--- src/rtl/rsa_adder_pkg.sv ---
// Shared definitions for the multi-lane RSA vector adder: mode codes,
// controller state encoding and the range check used by the final reduction.
package rsa_adder_pkg;

  localparam logic [2:0] MODE_NONE      = 3'b000;
  localparam logic [2:0] MODE_ADD       = 3'b001;
  localparam logic [2:0] MODE_C_MINUS_M = 3'b010;
  localparam logic [2:0] MODE_M_MINUS_C = 3'b011;
  localparam logic [2:0] MODE_ACC       = 3'b100;
  localparam logic [2:0] MODE_ACC_SUB   = 3'b101;

  typedef enum logic {
    ST_IDLE = 1'b0,
    ST_ACC  = 1'b1
  } state_e;

  // Width of the sign-extended value handed to the range check; lanes
  // extend their full-precision result to this width before calling it.
  localparam int unsigned RED_W = 64;

  // Returns {above_max, below_min} for a value against a dw-bit signed range.
  // Either bit set means the result overflows, whether it is clamped or wrapped.
  function automatic logic [1:0] range_chk(input logic signed [RED_W-1:0] v,
                                           input int unsigned dw);
    logic signed [RED_W-1:0] max_v;
    logic signed [RED_W-1:0] min_v;
    max_v = (64'sd1 <<< (dw - 1)) - 64'sd1;
    min_v = -(64'sd1 <<< (dw - 1));
    range_chk = {(v > max_v), (v < min_v)};
  endfunction

endpackage

--- src/rtl/rsa_lane_alu.sv ---
// One lane of the vector adder: operand select, add/sub with a guard bit,
// wide accumulator, and reduction of the final value to RSA_DW with ovf.
module rsa_lane_alu
  import rsa_adder_pkg::*;
#(
  parameter int RSA_DW = 16,
  parameter int CNT_W  = 8,
  parameter bit SAT    = 1'b1
) (
  input  logic              clk,
  input  logic              rst_n,
  input  logic [2:0]        op_mode_i,
  input  logic [RSA_DW-1:0] m_i,
  input  logic [RSA_DW-1:0] c_i,
  input  logic              acc_en_i,
  input  logic              acc_first_i,
  input  logic              use_acc_i,
  output logic [RSA_DW-1:0] res_o,
  output logic              ovf_o
);

  localparam int TW = RSA_DW + 1;
  localparam int AW = RSA_DW + CNT_W + 1;

  localparam logic [RSA_DW-1:0] MAX_V = {1'b0, {(RSA_DW-1){1'b1}}};
  localparam logic [RSA_DW-1:0] MIN_V = {1'b1, {(RSA_DW-1){1'b0}}};

  logic signed [TW-1:0]    m_x, c_x, term;
  logic signed [AW-1:0]    term_x, acc_q, acc_d;
  logic signed [RED_W-1:0] full;
  logic [1:0]              rng;

  assign m_x    = {m_i[RSA_DW-1], m_i};
  assign c_x    = {c_i[RSA_DW-1], c_i};
  assign term_x = {{(AW-TW){term[TW-1]}}, term};

  // Element-wise term; reserved codes fall back to passing C through
  always_comb begin
    case (op_mode_i)
      MODE_ADD, MODE_ACC:           term = m_x + c_x;
      MODE_C_MINUS_M, MODE_ACC_SUB: term = c_x - m_x;
      MODE_M_MINUS_C:               term = m_x - c_x;
      default:                      term = c_x;
    endcase
  end

  // Running sum including the current beat; the first beat restarts it
  always_comb begin
    if (acc_first_i) acc_d = term_x;
    else             acc_d = acc_q + term_x;
  end

  // Pick the full-precision value and reduce it to the lane width
  always_comb begin
    if (use_acc_i) full = {{(RED_W-AW){acc_d[AW-1]}}, acc_d};
    else           full = {{(RED_W-TW){term[TW-1]}}, term};
    rng   = range_chk(full, RSA_DW);
    ovf_o = |rng;
    if (SAT && rng[1])      res_o = MAX_V;
    else if (SAT && rng[0]) res_o = MIN_V;
    else                    res_o = full[RSA_DW-1:0];
  end

  // Accumulator advances only on accepted accumulate beats
  always_ff @(posedge clk or negedge rst_n) begin
    if (!rst_n)        acc_q <= '0;
    else if (acc_en_i) acc_q <= acc_d;
  end

endmodule

--- src/rtl/rsa_vec_adder.sv ---
// Multi-lane vector adder with accumulate modes and a single registered,
// backpressure-aware output stage.
//
//   state   | meaning
//   --------+-----------------------------------------------------------
//   ST_IDLE | no accumulation open; any beat starts a new operation
//   ST_ACC  | accumulation open; beats add to the sum until cnt hits len
module rsa_vec_adder
  import rsa_adder_pkg::*;
#(
  parameter int RSA_DW = 16,
  parameter int LANES  = 4,
  parameter bit SAT    = 1'b1,
  parameter int CNT_W  = 8
) (
  input  logic                    clk,
  input  logic                    sys_rst_n,
  input  logic                    in_valid,
  output logic                    in_ready,
  input  logic [2:0]              mode,
  input  logic [CNT_W-1:0]        acc_len,
  input  logic [LANES*RSA_DW-1:0] adder_M,
  input  logic [LANES*RSA_DW-1:0] adder_C,
  output logic                    out_valid,
  input  logic                    out_ready,
  output logic [LANES*RSA_DW-1:0] sum,
  output logic [LANES-1:0]        ovf
);

  localparam logic [CNT_W-1:0] CNT_ONE = CNT_W'(1);

  state_e                  state_q;
  logic [CNT_W-1:0]        cnt_q, len_q, len_in;
  logic [2:0]              mode_q, op_mode;
  logic                    out_valid_q;
  logic [LANES*RSA_DW-1:0] sum_q, res_w;
  logic [LANES-1:0]        ovf_q, ovf_w;
  logic                    is_acc_in, out_free, no_result, accept;
  logic                    acc_first, acc_beat, use_acc, last_beat, produce;

  assign len_in    = (acc_len == '0) ? CNT_ONE : acc_len;
  assign is_acc_in = (mode == MODE_ACC) || (mode == MODE_ACC_SUB);
  assign last_beat = (cnt_q == len_q - CNT_ONE);
  assign out_free  = !out_valid_q || out_ready;
  // A mid-accumulation beat never touches the output register, so it can be
  // taken even while a result is stalled downstream.
  assign no_result = (state_q == ST_ACC) && !last_beat;
  assign in_ready  = sys_rst_n && (out_free || no_result);
  assign accept    = in_valid && in_ready;

  assign use_acc   = (state_q == ST_ACC) || is_acc_in;
  assign op_mode   = (state_q == ST_ACC) ? mode_q : mode;
  assign acc_first = accept && (state_q == ST_IDLE) && is_acc_in;
  assign acc_beat  = accept && use_acc;

  // An accepted beat yields a result unless it opens or continues a longer accumulation
  always_comb begin
    produce = 1'b0;
    if (accept) begin
      if (state_q == ST_IDLE) produce = !is_acc_in || (len_in == CNT_ONE);
      else                    produce = last_beat;
    end
  end

  for (genvar g = 0; g < LANES; g++) begin : g_lane
    rsa_lane_alu #(
      .RSA_DW (RSA_DW),
      .CNT_W  (CNT_W),
      .SAT    (SAT)
    ) u_lane (
      .clk         (clk),
      .rst_n       (sys_rst_n),
      .op_mode_i   (op_mode),
      .m_i         (adder_M[g*RSA_DW +: RSA_DW]),
      .c_i         (adder_C[g*RSA_DW +: RSA_DW]),
      .acc_en_i    (acc_beat),
      .acc_first_i (acc_first),
      .use_acc_i   (use_acc),
      .res_o       (res_w[g*RSA_DW +: RSA_DW]),
      .ovf_o       (ovf_w[g])
    );
  end

  // Controller FSM, beat counter, latched mode/len and output register
  always_ff @(posedge clk or negedge sys_rst_n) begin
    if (!sys_rst_n) begin
      state_q     <= ST_IDLE;
      cnt_q       <= '0;
      len_q       <= CNT_ONE;
      mode_q      <= MODE_NONE;
      out_valid_q <= 1'b0;
      sum_q       <= '0;
      ovf_q       <= '0;
    end else begin
      if (produce) begin
        out_valid_q <= 1'b1;
        sum_q       <= res_w;
        ovf_q       <= ovf_w;
      end else if (out_ready) begin
        out_valid_q <= 1'b0;
      end

      if (accept) begin
        if (state_q == ST_IDLE) begin
          if (is_acc_in) begin
            mode_q <= mode;
            len_q  <= len_in;
            if (len_in == CNT_ONE) begin
              cnt_q <= '0;
            end else begin
              cnt_q   <= CNT_ONE;
              state_q <= ST_ACC;
            end
          end
        end else if (last_beat) begin
          cnt_q   <= '0;
          state_q <= ST_IDLE;
        end else begin
          cnt_q <= cnt_q + CNT_ONE;
        end
      end
    end
  end

  assign out_valid = out_valid_q;
  assign sum       = sum_q;
  assign ovf       = ovf_q;

endmodule

--- config.mk ---
export PLATFORM = sky130hd
export DESIGN_NAME = rsa_vec_adder
export DESIGN_NICKNAME = d
export VERILOG_FILES = /design/src/rtl/rsa_adder_pkg.sv /design/src/rtl/rsa_lane_alu.sv /design/src/rtl/rsa_vec_adder.sv
export SDC_FILE = /design/constraint.sdc
export NUM_CORES = 1
export LEC_CHECK = 0
export CORE_MARGIN = 2
export CORE_UTILIZATION = 35
export DETAILED_ROUTE_END_ITERATION = 12
export SLEW_MARGIN = 20
export SYNTH_ARGS = -nofsm -noshare
export SYNTH_HDL_FRONTEND = slang
export SYNTH_HIERARCHICAL = 1
export SYNTH_SLANG_ARGS = --single-unit
--- constraint.sdc ---
create_clock -name clk -period 13.1 [get_ports clk]
set_input_delay 1.965 -clock clk [delete_from_list [all_inputs] [get_ports clk]]
set_output_delay 1.965 -clock clk [all_outputs]
set_load 0.02 [all_outputs]
# Yosys cells after proc, flatten, opt, wreduce, memory -nomap -nowiden
# Index checks and enable logic that the tools add are counted.
[totals]
register_bits = 189
n_memories = 0
mem_bits_rw = 0
inputBits = 143
word_cells = 106
rom_bits = 0
out_inout_bits = 70
latchBits = 0
[op_classes]
bitwise = 1
multipliers = 0
n_lt_le_gt_ge = 8
muxes = 34
n_reduce_logical = 25
n_eq_ne = 9
n_addsub = 18
div_mod_pow = 0
shift = 0
[op_table]
columns = ["operator", "count"]
rows = [
  ["64-bit by 16-bit > comparator with 1-bit output, second input constant", 4],
  ["64-bit by 16-bit < comparator with 1-bit output, second input constant", 4],
  ["64-bit 2-to-1 mux", 4],
  ["17-bit case mux with 3 select lines", 4],
  ["16-bit by 16-bit subtractor with 17-bit output", 8],
  ["16-bit 2-to-1 mux", 8],
  ["25-bit by 17-bit adder with 25-bit output", 4],
  ["25-bit 2-to-1 mux", 4],
  ["16-bit by 16-bit adder with 17-bit output", 4],
  ["8-bit 2-to-1 mux", 4],
  ["3-bit == test, second input constant", 4],
  ["2-bit OR reduction", 6],
  ["1-bit 2-to-1 mux", 9],
  ["8-bit by 1-bit adder with 8-bit output, second input constant", 1],
  ["8-bit by 1-bit == test with 1-bit output, second input constant", 1],
  ["8-bit == test", 1],
  ["8-bit zero test", 1],
  ["8-bit by 1-bit subtractor with 8-bit output, second input constant", 1],
  ["3-bit by 2-bit == test with 1-bit output, second input constant", 2],
  ["1-bit logical AND", 6],
  ["1-bit logical OR", 5],
  ["2-bit nonzero test", 2],
  ["3-bit by 1-bit == test with 1-bit output, second input constant", 1],
  ["1-bit zero test", 3],
  ["other kinds (4)", 4],
]

# Longest topological paths before layout
[logic_depth]
word_depth = 14
depth_mapped = 30
depth_no_buf = 26

# Hierarchy
# Netlist, hierarchy kept.
[modules_own_cells]
columns = ["mod", "area_each_um2", "n_inst", "cells_per_inst"]
rows = [
  ["rsa_lane_alu (g_lane[0].u_lane ...)", 4874.7, 2, 677],
  ["rsa_lane_alu (g_lane[2].u_lane)", 5277.6, 1, 727],
  ["rsa_lane_alu (g_lane[3].u_lane)", 5047.3, 1, 697],
  ["rsa_vec_adder", 3857.4, 1, 305],
]

# Least setup slack after synthesis
# OpenSTA, ideal clock, no wires.
[synth_timing]
kind = "input to register"
start = "input port mode[2]"
end = "register ovf_q[0] (netlist: ovf[0])"
stages = 23
setup_slack_ps = 4697
n_path_buf = 1
setup_ps = 125
arrival_time_ps = 8279
cell_sequence = "mux2_2 and3b_1 clkbuf_1 mux2i_1 fa_1 a211oi_1 nor2_1 o22ai_1 o211ai_1 a311oi_1 xnor2_1 o211ai_2 ha_1 nand2_2 or4_4 o21bai_1 o21ai_0 mux2_2 or3_1 or3_1 o31a_1 nand2b_1 mux2_2"
[synth_via]
elab_chain_len = 9
[synth_lines]
columns = ["item", "line_no", "source"]
rows = [
  ["start: declaration", "rsa_vec_adder.sv:20", "input logic [2:0] mode,"],
  ["3-bit 2-to-1 mux", "rsa_vec_adder.sv:52", "assign op_mode = (state_q == ST_ACC) ? mode_q : mode;"],
  ["3-bit by 2-bit == test with 1-bit output, or another cell as far along", "rsa_lane_alu.sv:39", "case (op_mode_i)"],
  ["2-bit OR reduction", "rsa_lane_alu.sv:39", ""],
  ["17-bit case mux with 3 select lines", "rsa_lane_alu.sv:39", ""],
  ["25-bit by 17-bit adder with 25-bit output", "rsa_lane_alu.sv:50", "else acc_d = acc_q + term_x;"],
  ["25-bit 2-to-1 mux", "rsa_lane_alu.sv:49", "if (acc_first_i) acc_d = term_x;"],
  ["64-bit 2-to-1 mux (*)", "rsa_lane_alu.sv:55", "if (use_acc_i) full = {{(RED_W-AW){acc_d[AW-1]}}, acc_d};"],
  ["64-bit by 16-bit < comparator with 1-bit output / 64-bit by 16-bit > comparator with 1-bit output (equally long branches)", "rsa_adder_pkg.sv:29", "range_chk = {(v > max_v), (v < min_v)};"],
  ["2-bit OR reduction (*)", "rsa_lane_alu.sv:58", "ovf_o = |rng;"],
  ["via ovf_w[0]", "rsa_vec_adder.sv:37", "logic [LANES-1:0] ovf_q, ovf_w;"],
  ["end signal: assignment", "rsa_vec_adder.sv:98", "ovf_q <= ovf_w;"],
  ["end: declaration", "rsa_vec_adder.sv:37", ""],
]
# The timed path passes the listed nets; every way through them passes the cells marked *.
# A chain may end at the register's enable or synchronous reset.

# Worst setup path in the final report
[layout_timing]
start = "input port mode[0]"
end = "register ovf_q[0] (netlist: ovf[0])"
[layout_via]
elab_chain_len = 9
[layout_lines]
columns = ["item", "line_no", "source"]
rows = [
  ["3-bit 2-to-1 mux (*)", "rsa_vec_adder.sv:52", ""],
  ["via op_mode[0]", "rsa_vec_adder.sv:34", "logic [2:0] mode_q, op_mode;"],
  ["3-bit by 2-bit == test with 1-bit output, or another cell as far along", "rsa_lane_alu.sv:39", ""],
  ["2-bit OR reduction", "rsa_lane_alu.sv:39", ""],
  ["17-bit case mux with 3 select lines (*)", "rsa_lane_alu.sv:39", ""],
  ["25-bit by 17-bit adder with 25-bit output", "rsa_lane_alu.sv:50", ""],
  ["25-bit 2-to-1 mux", "rsa_lane_alu.sv:49", ""],
  ["64-bit 2-to-1 mux (*)", "rsa_lane_alu.sv:55", ""],
  ["64-bit by 16-bit < comparator with 1-bit output / 64-bit by 16-bit > comparator with 1-bit output (equally long branches)", "rsa_adder_pkg.sv:29", ""],
  ["2-bit OR reduction (*)", "rsa_lane_alu.sv:58", ""],
  ["via ovf_w[0]", "rsa_vec_adder.sv:37", ""],
]
# Marked as above.

==> impl_results.md <==
- Yosys top cell by area: dfrtp_1
- Layout net count: 3610
- Detailed placement HPWL: 57.8 mm
- Cell Chain, Critical Path: clkdlybuf4s50_1 -> mux2_2 -> and3b_1 -> mux2i_1 -> fa_1 -> a211oi_1 -> nor2_1 -> o22ai_1 -> o211ai_1 -> a311oi_1 -> xnor2_1 -> o211ai_2 -> ha_1 -> nand2_2 -> or4_4 -> o21bai_1 -> o21ai_0 -> mux2_2 -> or3_1 -> or3_1 -> o31a_1 -> nand2b_1 -> mux2_2
- Final WS setup: 3.45 ns
- Routability cong.: 0.951
- Antenna violations before repair: 4
- Clock Tree Buf Depth: 2
- Htree depth: 4
- Top Ports: 213
- Drt first pass iters: 5
- Setup crit start: mode[0]
- Syn_area_per_cell: 7.76 um^2
- Slowest cell on crit path: o211ai_2
- Clock-pin slew on the worst setup and hold paths: 0.08 ns
- First-pass GRT wire length: 119 mm
- Final Critical Period: 9.65 ns
- Vias in the first global route: 21800
- Worst-case reg-to-reg path depth: 22
- DR WL/cell: 18.1 um
- CTS tree: done
- Mapped cell area: 23900 um^2
- Cts hold-fix bufs: 0
- WP data arrival: 10.05 ns
- Grt ovf: 0
- Synth top area share: 0.197
- Number of flops mapped to enable cells by yosys: 0
- Layout area overhead: 14.6%
- Hold Crit Class: register to register
- Cells after Synth: 3083
- Setup violators final: 0
- Max Cap Violations: 0
- WL met1: 35.5 mm
- Max-slew violation count: 0
- Pre-CTS WS: 2.98 ns
- Most frequent cells in the layout: 309 x a21oi_1, 299 x nand2_1, 274 x nor2_1
- Synth Flop Type: dfrtp_1
- Metal2 WL: 33.6 mm
- Total global-route track usage: 0.208
- Max frequency: 104 MHz
- Post-route clock period utilization: 0.737
- Starting DRT DRC Count: 1341
- Diodes inserted: 0
- Die height: 265 um
- Slew HR: 0.282
- CP Class: input pin to register
- Post-Syn Nets: 3468
- Hold Fails Final Rpt: 0
- Critical path launch point type: input pin
- Clk sinks: 189
- Die width: 265 um
- Largest net degree at the start of global routing: 78
- Initial Util: 0.355
- R2R Setup Slk: 4.46 ns
- End point of the critical path: ovf[0]
- Synth cell types: 99
- Die area: 70500 um^2
- CTS resizes: 0
- Worst-path fanout max: 30
- WL final: 74.4 mm
- Seq/Total Area, Yosys: 0.198
- CTS Buf Count: 17
- Highest metal used: met5
- Worst stage delay on the critical path: 0.69 ns
- Worst reg2reg startpoint: state_q
- WL met3: 3.72 mm
- Worst-margin pin slew: 1.07 ns
- Row count: 95
- Reg2reg end: ovf[0]
- Clk Latency, worst-skew pair: 0.51 ns
- Total negative slack: 0 ns
- DR DRC count: 0
- # fillers: 6847
- Flops & latches, synth: 189
- Most Frequent Cell on Critical Path: mux2_2
- Antenna Nets Post-Route: 0
- RSZ-0062 raised after global routing: no
- Vias: 23100
- Ys Warns: 6
- Hold_ws: 0.481 ns
- Core box area: 67400 um^2
- CTS root buf: clkbuf_16
- Via density: 5.62
- Clock Skews: 0.0111 ns
- I/O Buffers: 212
- Async SR Flop Fraction: 1.00
- Setup bufs post-CTS: 0
- Status: finished clean
- Synth area leaders: dfrtp_1 20%, ha_1 12%, a21oi_1 6.5%, nand2_1 4.7%, o21ai_0 4.6%
- Worst setup EP type: register
- Fraction of layout cells with a size suffix above 1: 0.0574
- Most common cell after layout, fill and taps aside: a21oi_1
- Worst Path Required: 13.49 ns
critical path, delay by kind of cell:
kind	cells	cell delay [ns]
and+or+nand+nor	7	2.23
AOI/OAI and AO/OA	8	2.90
adders and majority gates	2	0.83
muxes	4	1.45
xor gates and xnor gates	1	0.16
buffers and inverters	1	0.48
sequential cells by signal, summed over array words and instances, names as in the netlist:
name / count
mode_q: 3
state_q: 1
sum: 64
cnt_q: 8
out_valid: 1
g_lane.u_lane/acc_q: 100
len_q: 8
ovf: 4
per-layer routing:
| metal | vias up | GRT usage |
|---|---|---|
| met3 | 84 | 0.0425 |
| li1 | 11600 | - |
| met4 | 8 | 0.0586 |
| met1 | 10800 | 0.281 |
| met5 | - | 0 |
| met2 | 515 | 0.337 |
synth_stat cells, drive strengths merged (9+ instances only):
| cell | number |
|---|---|
| buf | 23 |
| o211a | 10 |
| ha | 230 |
| o2111ai | 10 |
| and3 | 25 |
| nor4 | 19 |
| a21o | 74 |
| xor2 | 125 |
| nand3 | 54 |
| mux2 | 82 |
| o31ai | 28 |
| clkbuf | 90 |
| o22ai | 13 |
| o21ai | 234 |
| o21bai | 19 |
| inv | 152 |
| nand4 | 17 |
| nor2 | 274 |
| nand2b | 52 |
| xnor2 | 125 |
| nor2b | 35 |
| o21a | 44 |
| mux2i | 52 |
| a31oi | 79 |
| or4 | 12 |
| o211ai | 48 |
| a211oi | 38 |
| a22oi | 25 |
| or3 | 31 |
| or2 | 11 |
| nor3 | 48 |
| nand3b | 13 |
| nand2 | 302 |
| fa | 12 |
| and2 | 15 |
| a221oi | 9 |
| dfrtp | 188 |
| o221ai | 21 |
| a21oi | 324 |
final cells by class:
class / count / area, um^2 / area share
multi-input combinational: 2629 / 18100 / 0.661
inverter: 152 / 578 / 0.0211
sequential: 189 / 4730 / 0.172
clock inverter: 15 / 154 / 0.00561
timing repair buffer: 236 / 2310 / 0.0842
tap: 873 / 1090 / 0.0398
clock buffer: 17 / 425 / 0.0155
how the worst min path moves through the flow:
stage | endpoint | slack (ns) | start | depth (start not counted)
after floorplan | mode_q[2] | 0.43 | mode_q[2] | 1
after global placement | mode_q[2] | 0.46 | mode_q[2] | 1
after detailed placement | mode_q[0] | 0.46 | mode_q[0] | 2
after CTS | mode_q[2] | 0.48 | mode_q[2] | 1
after global routing | g_lane[3].u_lane/acc_q[20] | 0.51 | g_lane[3].u_lane/acc_q[20] | 1
final | mode_q[2] | 0.48 | mode_q[2] | 1
kinds of logic (layout without fill, tap and decap cells):
family | count (synthesis) | after routing | share of synthesized area
compound gates | 1073 | 1073 | 0.292
xor+xnor | 250 | 250 | 0.0915
fa+ha+maj | 242 | 242 | 0.130
buf+inv | 265 | 420 | 0.0445
flops | 189 | 189 | 0.198
mux | 134 | 134 | 0.0603
simple gates | 930 | 930 | 0.183
stage by stage:
step,std cells,util,instance area (um^2)
after floorplan,3083,-,23900
final,4111,0.407,27400
after global routing,4111,0.407,27400
after CTS,4111,0.407,27400
after global placement,4079,0.398,26900
after detailed placement,4079,0.398,26900
Power is left out: the tool's default activity adds up to more than one toggle a clock period on the data nets, which glitch-free logic cannot reach.
